==> src/rtl/fifo_pkg.sv <==
`default_nettype none
// ============================================================================
// Module      : fifo_pkg
// Description : Shared definitions for fifo_byte_packer. Holds the packer
//               state encoding, the default LANES/TIMEOUT values and the
//               helper that sizes the lane counter, which also drives
//               keep-mask generation.
// Revision    : 1.0  initial release
// ============================================================================
package fifo_pkg;

  // Two-state packer: collect bytes (FILL) or present a finished word (HOLD).
  typedef enum logic [0:0] {
    ST_FILL = 1'b0,
    ST_HOLD = 1'b1
  } pack_state_e;

  localparam int c_lanes_default   = 4;
  localparam int c_timeout_default = 16;

  // Width of the lane counter. It must represent 0..lanes inclusive, because
  // the word is complete when the count equals lanes. The keep mask is the
  // thermometer (1 << count) - 1 of this count.
  function automatic int keep_cnt_width(input int lanes);
    return $clog2(lanes + 1);
  endfunction

endpackage
`default_nettype wire

==> src/rtl/packer_timeout.sv <==
`default_nettype none
// ============================================================================
// Module      : packer_timeout
// Description : Idle counter for the byte packer. Counts consecutive cycles
//               in which i_active is high and fires o_fire in the cycle where
//               the count reaches TIMEOUT. Only built when PACKER_TIMEOUT_EN
//               is defined.
// Ports       : clk      - clock
//               rst_n    - asynchronous active-low reset
//               i_active - packer is idle with a partial word
//               i_clear  - byte captured or packer state changing
//               o_fire   - request an internal flush this cycle
// Revision    : 1.0  initial release
// ============================================================================
module packer_timeout
  import fifo_pkg::*;
#(
  parameter int TIMEOUT = c_timeout_default
) (
  input  logic clk,
  input  logic rst_n,
  input  logic i_active,
  input  logic i_clear,
  output logic o_fire
);

  logic [7:0] cnt_q;
  logic [7:0] cnt_d;

  // The cycle that would bring the count to TIMEOUT is the firing cycle.
  assign o_fire = i_active && (cnt_q == 8'(TIMEOUT - 1));

  // Any break in the idle run restarts the count.
  always_comb begin
    cnt_d = cnt_q;
    if (i_clear || !i_active) begin
      cnt_d = '0;
    end else begin
      cnt_d = cnt_q + 8'd1;
    end
  end

  always_ff @(posedge clk or negedge rst_n) begin
    if (!rst_n) begin
      cnt_q <= '0;
    end else begin
      cnt_q <= cnt_d;
    end
  end

endmodule
`default_nettype wire

==> src/rtl/fifo_byte_packer.sv <==
`default_nettype none
// ============================================================================
// Module      : fifo_byte_packer
// Description : Reads bytes from an upstream FIFO (1-cycle read latency) and
//               packs LANES of them into one output word, first byte in the
//               low lane. A partial word leaves on flush with a thermometer
//               keep mask. Defining PACKER_TIMEOUT_EN adds an idle timeout
//               that raises an internal flush after TIMEOUT idle cycles.
// Ports       : clk       - clock
//               rst       - asynchronous active-low reset
//               buf_out   - upstream byte, valid the cycle after rd_en
//               buf_empty - upstream empty flag
//               rd_en     - upstream read strobe
//               flush     - one-cycle request to emit a partial word
//               m_data    - packed word (8*LANES bits)
//               m_keep    - byte-valid mask, thermometer from bit 0
//               m_valid   - output word valid
//               m_ready   - downstream accept
// Revision    : 1.0  initial release
// ============================================================================
module fifo_byte_packer
  import fifo_pkg::*;
#(
  parameter int LANES   = c_lanes_default,
  parameter int TIMEOUT = c_timeout_default
) (
  input  logic                 clk,
  input  logic                 rst,
  input  logic [7:0]           buf_out,
  input  logic                 buf_empty,
  output logic                 rd_en,
  input  logic                 flush,
  output logic [8*LANES-1:0]   m_data,
  output logic [LANES-1:0]     m_keep,
  output logic                 m_valid,
  input  logic                 m_ready
);

  localparam int              c_cw        = keep_cnt_width(LANES);
  localparam logic [c_cw-1:0] c_lanes_val = c_cw'(LANES);

  // --------------------------------------------------------------------------
  // Reset: assertion is asynchronous; release is re-timed through two flops
  // so the core leaves reset on a clock edge and rd_en cannot pulse in the
  // cycles right after rst rises.
  // --------------------------------------------------------------------------
  logic [1:0] rst_sync_q;
  logic       w_rst_n;

  always_ff @(posedge clk or negedge rst) begin
    if (!rst) begin
      rst_sync_q <= '0;
    end else begin
      rst_sync_q <= {rst_sync_q[0], 1'b1};
    end
  end

  assign w_rst_n = rst_sync_q[1];

  // --------------------------------------------------------------------------
  // Packer state
  // --------------------------------------------------------------------------
  pack_state_e          state_q,      state_d;
  logic [c_cw-1:0]      count_q,      count_d;
  logic                 inflight_q,   inflight_d;
  logic                 flush_pend_q, flush_pend_d;
  logic [8*LANES-1:0]   data_q,       data_d;
  logic [LANES-1:0]     keep_q,       keep_d;

  logic                 w_rd_en;
  logic                 w_flush_acc;
  logic                 w_flush_eff;
  logic                 w_timeout_flush;
  logic [c_cw-1:0]      w_occupancy;

  // Lanes already filled plus the one byte that may be on its way.
  assign w_occupancy = count_q + c_cw'(inflight_q);

  always_comb begin
    state_d      = state_q;
    count_d      = count_q;
    inflight_d   = 1'b0;
    flush_pend_d = flush_pend_q;
    data_d       = data_q;
    keep_d       = keep_q;
    w_rd_en      = 1'b0;
    w_flush_acc  = 1'b0;
    w_flush_eff  = 1'b0;

    case (state_q)
      ST_FILL: begin
        // A pending flush freezes reads so the word closes on the bytes
        // already requested.
        w_rd_en    = w_rst_n && !buf_empty && !flush_pend_q &&
                     (w_occupancy < c_lanes_val);
        inflight_d = w_rd_en;

        // Byte requested last cycle lands in the next free lane.
        if (inflight_q) begin
          for (int i = 0; i < LANES; i++) begin
            if (count_q == c_cw'(i)) begin
              data_d[8*i +: 8] = buf_out;
              keep_d[i]        = 1'b1;
            end
          end
          count_d = count_q + c_cw'(1);
        end

        // Flush only means something when a byte is held or on its way.
        w_flush_acc = (flush || w_timeout_flush) &&
                      ((count_q != '0) || inflight_q);
        w_flush_eff = flush_pend_q || w_flush_acc;

        if ((count_d == c_lanes_val) || (w_flush_eff && !w_rd_en)) begin
          state_d      = ST_HOLD;
          flush_pend_d = 1'b0;
        end else if (w_flush_eff) begin
          // A read issued this cycle must land before the word can close.
          flush_pend_d = 1'b1;
        end
      end

      ST_HOLD: begin
        if (m_ready) begin
          state_d      = ST_FILL;
          count_d      = '0;
          data_d       = '0;
          keep_d       = '0;
          flush_pend_d = 1'b0;
        end
      end

      default: begin
        state_d = ST_FILL;
      end
    endcase
  end

  always_ff @(posedge clk or negedge w_rst_n) begin
    if (!w_rst_n) begin
      state_q      <= ST_FILL;
      count_q      <= '0;
      inflight_q   <= 1'b0;
      flush_pend_q <= 1'b0;
      data_q       <= '0;
      keep_q       <= '0;
    end else begin
      state_q      <= state_d;
      count_q      <= count_d;
      inflight_q   <= inflight_d;
      flush_pend_q <= flush_pend_d;
      data_q       <= data_d;
      keep_q       <= keep_d;
    end
  end

  // --------------------------------------------------------------------------
  // Optional idle timeout
  // --------------------------------------------------------------------------
`ifdef PACKER_TIMEOUT_EN
  logic w_to_active;
  logic w_to_clear;

  assign w_to_active = (state_q == ST_FILL) && (count_q != '0) &&
                       !inflight_q && buf_empty;
  assign w_to_clear  = inflight_q || (state_d != state_q);

  packer_timeout #(
    .TIMEOUT (TIMEOUT)
  ) u_timeout (
    .clk      (clk),
    .rst_n    (w_rst_n),
    .i_active (w_to_active),
    .i_clear  (w_to_clear),
    .o_fire   (w_timeout_flush)
  );
`else
  // Partial words leave only through an external flush.
  logic [7:0] w_unused_timeout;
  assign w_unused_timeout = 8'(TIMEOUT);
  assign w_timeout_flush  = 1'b0;
`endif

  // --------------------------------------------------------------------------
  // Outputs
  // --------------------------------------------------------------------------
  assign rd_en   = w_rd_en;
  assign m_data  = data_q;
  assign m_keep  = keep_q;
  assign m_valid = (state_q == ST_HOLD);

endmodule
`default_nettype wire

==> config.mk <==
export PLATFORM = sky130hd
export DESIGN_NAME = fifo_byte_packer
export DESIGN_NICKNAME = d
export VERILOG_FILES = /design/src/rtl/fifo_pkg.sv /design/src/rtl/packer_timeout.sv /design/src/rtl/fifo_byte_packer.sv
export SDC_FILE = /design/constraint.sdc
export NUM_CORES = 1
export LEC_CHECK = 0
export BUFFER_PORTS_ARGS = -buffer_cell sky130_fd_sc_hd__buf_4
export CAP_MARGIN = 10
export CORE_MARGIN = 10
export CORE_UTILIZATION = 52
export CTS_BUF_LIST = sky130_fd_sc_hd__clkbuf_8 sky130_fd_sc_hd__clkbuf_16
export DETAILED_ROUTE_END_ITERATION = 16
export HOLD_SLACK_MARGIN = 0.08
export PLACE_DENSITY = 0.75
export SLEW_MARGIN = 25
export SYNTH_ARGS = -nofsm -noshare
export SYNTH_HDL_FRONTEND = slang
export SYNTH_HIERARCHICAL = 1
export SYNTH_SLANG_ARGS = --single-unit
==> constraint.sdc <==
create_clock -name clk -period 1.9 [get_ports clk]
set_input_delay 0.095 -clock clk [delete_from_list [all_inputs] [get_ports clk]]
set_output_delay 0.095 -clock clk [all_outputs]
set_load 0.1 [all_outputs]
# [After elaboration in Yosys (flattened, before gate mapping)]
# Cells that the tools add are included.
[totals] in_bits=13 word_cells=72 ff_bits=44
[classes] addsub=2 n_lt_le_gt_ge=1 bitwise=1 eq_ne=11 n_reduce_logical=18 mux=26
[ops] cell="$mux 32" n=2
[ops] cell="$pmux 32 s2" n=1
[ops] cell="$mux 8" n=4
[ops] cell="$ne 2x2->1 const B" n=6
[ops] cell="$reduce_and 3->1" n=4
[ops] cell="$mux 1" n=10
[ops] cell="$mux 3" n=3
[ops] cell="$mux 4" n=2
[ops] cell="$pmux 4 s2" n=1
[ops] cell="$eq 3x2->1 const B" n=2
[ops] cell="$pmux 3 s2" n=1
[ops] cell="$logic_and 1x1->1" n=5
[ops] cell="$pmux 1 s2" n=2
[ops] cell="$add 3x1->3" n=1
[ops] cell="$add 3x1->3 const B" n=1
[ops] cell="$eq 3x1->1 const B" n=1
[ops] cell="$eq 3x3->1 const B" n=1
[ops] cell="$logic_not 1->1" n=3
[ops] cell="$logic_not 3->1" n=1
[ops] cell="$logic_or 1x1->1" n=3
[ops] cell="$lt 3x3->1 const B" n=1
[ops] cell="$ne 3x3->1 const B" n=1
[ops] cell="$reduce_bool 3->1" n=1
[ops] cell="$reduce_and 2->1" n=1
[ops] cell="$not 1->1" n=1

# [Depth between registers and ports, before layout]
# Gate-level depths: netlist of the first run.
[depth] depth_word=9 ltp_mapped=8 mapped_depth_nobuf=5

# [Worst setup path after synthesis of the first run]
# OpenSTA, ideal clock, no wires.
[synth_timing] path_kind="register to register" start="reg rst_sync_q[1]" end="reg inflight_q" synth_period_minus_slack_ps=2397 arrival_ps=2199 required_time_ps=1702 stages_incl_launch_ff=3 path_buffers=0 path_slack_ps=-497 path_cell_list="dfrtp_1 -> o2111ai_1 -> inv_1"
[synth_between] elab_chain_cells=4
[synth_lines] item="start: declaration" line="fifo_byte_packer.sv:47" text="logic [1:0] rst_sync_q;"
[synth_lines] item="start signal: assignment" line="fifo_byte_packer.sv:54" text="rst_sync_q <= {rst_sync_q[0], 1'b1};"
[synth_lines] item="$logic_and 1x1->1 (3 in series)" line="fifo_byte_packer.sv:94" text="w_rd_en = w_rst_n && !buf_empty && !flush_pend_q &&"
[synth_lines] item="$mux 1"
[synth_lines] item="via rd_en" line="fifo_byte_packer.sv:31" text="output logic rd_en,"
[synth_lines] item="end signal: assignment" line="fifo_byte_packer.sv:150" text="inflight_q <= inflight_d;"
[synth_lines] item="end: declaration" line="fifo_byte_packer.sv:65" text="logic inflight_q, inflight_d;"
# The timed path passes the listed nets, and every way through them passes these cells.
# A chain may end at the register's enable or synchronous reset.

# [Worst setup path in the final report of the first run]
[layout_timing] start="reg count_q[0]" end="out rd_en"
[layout_between] elab_chain_cells=4
[layout_lines] item="start: declaration" line="fifo_byte_packer.sv:64" text="logic [c_cw-1:0] count_q, count_d;"
[layout_lines] item="start signal: assignment" line="fifo_byte_packer.sv:149" text="count_q <= count_d;"
[layout_lines] item="$add 3x1->3" line="fifo_byte_packer.sv:77" text="assign w_occupancy = count_q + c_cw'(inflight_q);"
[layout_lines] item="$lt 3x3->1" line="fifo_byte_packer.sv:95" text="(w_occupancy < c_lanes_val);"
[layout_lines] item="$logic_and 1x1->1" line="fifo_byte_packer.sv:94"
[layout_lines] item="$mux 1" line="fifo_byte_packer.sv:90" text="case (state_q)"
[layout_lines] item="end: declaration" line="fifo_byte_packer.sv:31"
# Every way passes these cells.

==> flow_metrics.tcl, run 1 <==
set metrics [dict create \
    core_um2 3690 \
    layout.cells.non_filler 311 \
    antenna_found_initial 0 \
    synth_top_area_cell "dfrtp_1" \
    clkLatencyLatePin_ps 300 \
    grt_max_degree 36 \
    synth.most_common_cell "nand2_1" \
    syn-num-nets 220 \
    synth_cell_types 34 \
    wire_per_inst_um 15.3 \
    io_pins 51 \
    fp.dieW_um 81.8 \
    totalWireLength_um 4770 \
    p_leak_uw 0.00126 \
    synth_common_cells "nand2_1, dfrtp_1, o21ai_0" \
    drc_errors 0 \
    cts.sinks 44 \
    maxSlewViolCount 0 \
    finalCritPeriodShare_pct 95.8 \
    root_buffer "clkbuf_8" \
    drt_iter0_markers 106 \
    yosys-top-cells-area "dfrtp_1, nand2_1, o21ai_0, ha_1, buf_4" \
    synth_edf_count 0 \
    timing.fmax_mhz 550 \
    fp-row-count 22 \
    worstPathMaxFanout 5 \
    ys_warn_count 6 \
    numCtsBuffers 5 \
    yosysTopAreaCellShare_pct 55.5 \
    fin_tns_setup_ps 0 \
    drive_above_1_share_pct 28.1 \
    gp_congestion 0.849 \
    synthArstFlopShare_pct 100 \
    finalHoldViolCount 0 \
    clockBufferDepth 2 \
    cts_tree "done" \
    syn_inst 201 \
    start_util_pct 53.8 \
    critPathLaunchType "flop" \
    maxCapViolCount 0 \
    fin_nets 281 \
    grt_setup_unrepaired "false" \
    fillers 289 \
    syn_area_um2 1990 \
    dp_cells 291 \
    first_global_vias 1592 \
    cp-end-kind "output port" \
    num_vias 1586 \
    syn2layout_area_growth_pct 31.9 \
    setup_viol 0 \
    grt_pass1_wl_um 7890 \
    clk_pin_slew_worst_paths_ps 70 \
    grt_overflow_total 0 \
    slew_headroom_pct 65.0 \
    hold_ws_ps 105 \
    synth-seq-cells 44 \
    p_per_area_nw_per_um2 1570 \
    n_antenna_cell 0 \
    dp_hpwl_um 3450 \
    via_per_inst 5.10 \
    seq_area_frac_synth_pct 55.5 \
    htree_num_levels 2 \
    postRouteAntennaNets 0 \
    finClkSkew_ps 8.43 \
    drtPass1Iterations 4 \
    arrival_ps 1720 \
    die_area_um2 6690 \
    grt_usage_pct 15.1 \
    run_status "finished clean" \
    fp.dieH_um 81.8 \
    postSynthAreaPerCell_um2 9.88 \
    io_buffers 50 \
    min_period_ps 1820 \
    required_ps 1800 \
    final_util_pct 71.0 \
    vdd_drop_max_mv 1.38 \
    synth_top_flop_cell "dfrtp_1" \
    tightest_slew_ps 525 \
    hold_class "primary input to async pin" \
    critical_path_class "flop to output port" \
]
worst paths after layout:
check	start	endpoint	slack (ps)	cells after the start
max	count_q[0]	rd_en	80	5
min	rst	rst_sync_q[1]	100	2
max reg2reg	count_q[1]	flush_pend_q	250	5
min reg2reg	rst_sync_q[1]	m_keep[2]	130	0
max in group asynchronous	rst_sync_q[1]	count_q[2]	1060	1
min in group clk	flush	m_valid	140	3
placed cells by master (no fill, tap or decap), types with 2 or more instances in the layout:
cell | synthesis | final
a21oi_1 | 3 | 3
inv_1 | 7 | 7
dfrtp_2 | 0 | 2
ha_1 | 6 | 6
dlygate4sd3_1 | 0 | 10
o21ai_0 | 30 | 30
nand2_1 | 66 | 66
dfrtp_1 | 44 | 41
o31ai_1 | 3 | 3
clkbuf_8 | 0 | 5
a21o_1 | 2 | 2
o21ai_1 | 3 | 3
and4bb_4 | 2 | 2
o22ai_1 | 3 | 3
buf_4 | 6 | 55
cells by family after synthesis:
| family | after synthesis | share of synthesized area [%] |
|---|---|---|
| AO/OA/AOI/OAI | 48 | 13.7 |
| other | 1 | 0.189 |
| buffers and inverters | 19 | 6.36 |
| adder cells (fa/ha/maj) | 6 | 3.78 |
| multiplexers | 1 | 0.504 |
| flip-flops | 44 | 55.5 |
| AND/OR/NAND/NOR | 82 | 20.0 |
power breakdown:
group | internal (uW) | switching, uW | total [uW]
combinational | 484 | 1640 | 2130
sequential | 1130 | 176 | 1310
clock | 385 | 306 | 690
layout make-up:
type	instances	area (um^2)	share of cell area [%]
Tap cell	48	60.1	2.29
Clock inverter	3	38.8	1.48
Timing Repair Buffer	66	533	20.4
Inverter	7	30.0	1.15
Sequential cell	44	1110	42.3
Multi-Input combinational cell	138	781	29.8
Clock buffer	5	68.8	2.63
what timing repair did:
item | 4_1_cts | 5_1_grt
buffers inserted | 0 | 2
resized for setup | 1 | 5
pin swaps | 0 | 1
hold buffers | 10 | 0
hold endpoints to repair | 37 | 0
endpoints found under the setup margin | 1 | 1
stage by stage:
step / cell area, um^2 / worst slack, ps / total power, uW
finish: 2620 / 80.4 / 4120
global route: 2620 / 11.0 / 4300
CTS: 2580 / 26.4 / 4120
detailed placement: 2370 / 253 / 3410
global placement: 2370 / 349 / 3380
floorplan: 2000 / 82.5 / 2970
flip-flops by register name, indices dropped and copies added (netlist names):
name and count:
m_valid 1, m_data 32, count_q 3, flush_pend_q 1, m_keep 4, rst_sync_q 2
inflight_q 1
routing by layer:
metal / global-route usage, % / part of all wire (%)
met5: 0 / 0
met4: 5.61 / 1.6
met3: 4.69 / 8.0
met2: 23.8 / 47
met1: 19.0 / 44
critical path, stage by stage, from the launching register on:
cell,delay [ps]
dfrtp_2,440
ha_1,220
and3_4,190
o2111ai_4,230
clkinvlp_4,160
buf_12,180
No activity file was read; power rests on OpenSTA's default activity.
==> run 2: changes to the inputs <==
--- a/config.mk
+++ b/config.mk
@@ -7,6 +7,7 @@
 export LEC_CHECK = 0
 export BUFFER_PORTS_ARGS = -buffer_cell sky130_fd_sc_hd__buf_4
 export CAP_MARGIN = 10
+export CORE_ASPECT_RATIO = 1.2
 export CORE_MARGIN = 10
 export CORE_UTILIZATION = 52
 export CTS_BUF_LIST = sky130_fd_sc_hd__clkbuf_8 sky130_fd_sc_hd__clkbuf_16
==> constraint.sdc (replaced) <==
create_clock -name clk -period 1.9 [get_ports clk]
set_input_delay 0.095 -clock clk [delete_from_list [all_inputs] [get_ports clk]]
set_output_delay 0.095 -clock clk [all_outputs]
set_load 0.01 [all_outputs]
==> run 2 against run 1 <==
  * Flip-flop and latch count did not move
  * First-iteration DRC count down 12%
  * Setup slack better by 120 ps
  * Register-to-register slack hardly changed
==> flow_metrics.tcl, run 2 (synthesized netlist as in run 1, its figures left out) <==
set metrics [dict create \
    totalWireLength_um 4720 \
    cts_tree "done" \
    p_switching_uw 969 \
    grt_usage_pct 14.5 \
    p_leak_uw 0.00125 \
    maxSlewViolCount 0 \
    layout_commonest_cell "nand2_1" \
    fp.dieW_um 76.4 \
    drtPass1Iterations 4 \
    grt_max_degree 39 \
    tightest_slew_ps 555 \
    worstReg2RegStart "count_q[1]" \
    finalCritPeriodShare_pct 89.5 \
    fin_nets 278 \
    cpPeakStageDelay_ps 440 \
    n_antenna_cell 0 \
    antenna_found_initial 0 \
    p_sw_share_pct 33.2 \
    syn2layout_area_growth_pct 29.0 \
    critPathSlowestCell "dfrtp_1" \
    fin_total_pwr_uw 2920 \
    seqPwrFrac_pct 44.3 \
    slew_headroom_pct 63.0 \
    final_cell_mix "nand2_1, buf_4, dfrtp_1" \
    cp_top_family "flip-flops" \
    htree_num_levels 2 \
    p_per_area_nw_per_um2 1140 \
    finalHoldViolCount 0 \
    critPathLaunchType "flop" \
    wire_per_inst_um 15.1 \
    clk_pin_slew_worst_paths_ps 80 \
    setup_slack_ps 200 \
    gp_congestion 0.815 \
    start_util_pct 54.2 \
    comb_power_share_pct 31.7 \
    via_per_inst 5.05 \
    cp-end-kind "output port" \
    cts.sinks 44 \
    arrival_ps 1600 \
    fin_tns_setup_ps 0 \
    die_area_um2 6700 \
    fp-row-count 24 \
    run_status "finished clean" \
    hold_class "flop to async pin" \
    postRouteAntennaNets 0 \
    num_vias 1575 \
    io_buffers 50 \
    setup_viol 0 \
    grt_setup_unrepaired "false" \
    drc_errors 0 \
    p_clk_share_pct 24.1 \
    worstPathMaxFanout 5 \
    critical_path_class "flop to output port" \
    largest_register_ffs 32 \
    drive_above_1_share_pct 25.8 \
    clockBufferDepth 2 \
    min_period_ps 1700 \
    dp_hpwl_um 3360 \
    internal-power_uw 1950 \
    required_ps 1800 \
    finClkSkew_ps 4.34 \
    critPathLaunch "count_q[0]" \
    timing.fmax_mhz 588 \
    numCtsBuffers 5 \
    crit_chain "ha_1, and3_1, o2111ai_1, inv_1, buf_4" \
    fp.dieH_um 87.7 \
    io_pins 51 \
    maxCapViolCount 0 \
    drt_iter0_markers 93 \
    first_global_vias 1567 \
    post-place-ws_ps 230 \
    core_um2 3660 \
    cp_num_buf_inv 2 \
    vdd_drop_max_mv 0.678 \
    grt_pass1_wl_um 7930 \
    final_util_pct 69.9 \
    clkLatencyLatePin_ps 290 \
    grt_overflow_total 0 \
    root_buffer "clkbuf_8" \
]
-- run 2: changes by cell type in the layout (fill, tap and decap cells not counted), sizes merged --
| cell | change |
|---|---|
| buf | -3 |
-- run 2: layer usage --
metal	global-route usage (%)	share of wire, %	vias to the layer above
li1	-	-	778
met1	17.0	44	743
met2	25.0	49	44
met3	4.30	5.5	10
met4	4.74	1.8	0
met5	0	0	-
-- run 2: area by class of cell --
cell class	instances	area, um^2
clock buffer	5	68.8
clock inverter	3	42.5
fill	312	1100
inverter	7	26.3
multi-input combinational	138	758
sequential	44	1100
tap	52	65.1
timing repair buffer	63	498
-- run 2: worst paths after layout --
path                               to  slack, ps  depth (start not counted)
max in group asynchronous  count_q[2]       1100                          1
min in group clk           inflight_q        130                          4
setup reg to reg           m_data[24]        240                          4
setup / recovery                rd_en        200                          5
hold reg to reg            count_q[0]         90                          0
hold / removal             count_q[0]         90                          0
-- run 2: power groups by stage --
stage          registers (uW)  logic [uW]  clock network, uW
2_1_floorplan            1350         485                  0
3_3_place_gp             1310         895                  0
3_5_place_dp             1310         923                  0
4_1_cts                  1290         941                728
5_1_grt                  1330        1020                761
6_report                 1290         924                702
-- run 2: repair_timing --
action | in CTS | in global routing
endpoints found under the hold margin | 37 | 0
resized for setup | 0 | 0
endpoints found under the setup margin | 0 | 0
buffers inserted | 0 | 0
hold buffers | 10 | 0
-- run 2: per-stage QoR --
step,hold slack (ps),cells,instance area [um^2]
CTS,97.0,312,2560
detailed placement,-122,294,2350
global route,100,312,2560
finish,92.2,312,2560
floorplan,-201,201,1990
global placement,-122,294,2350
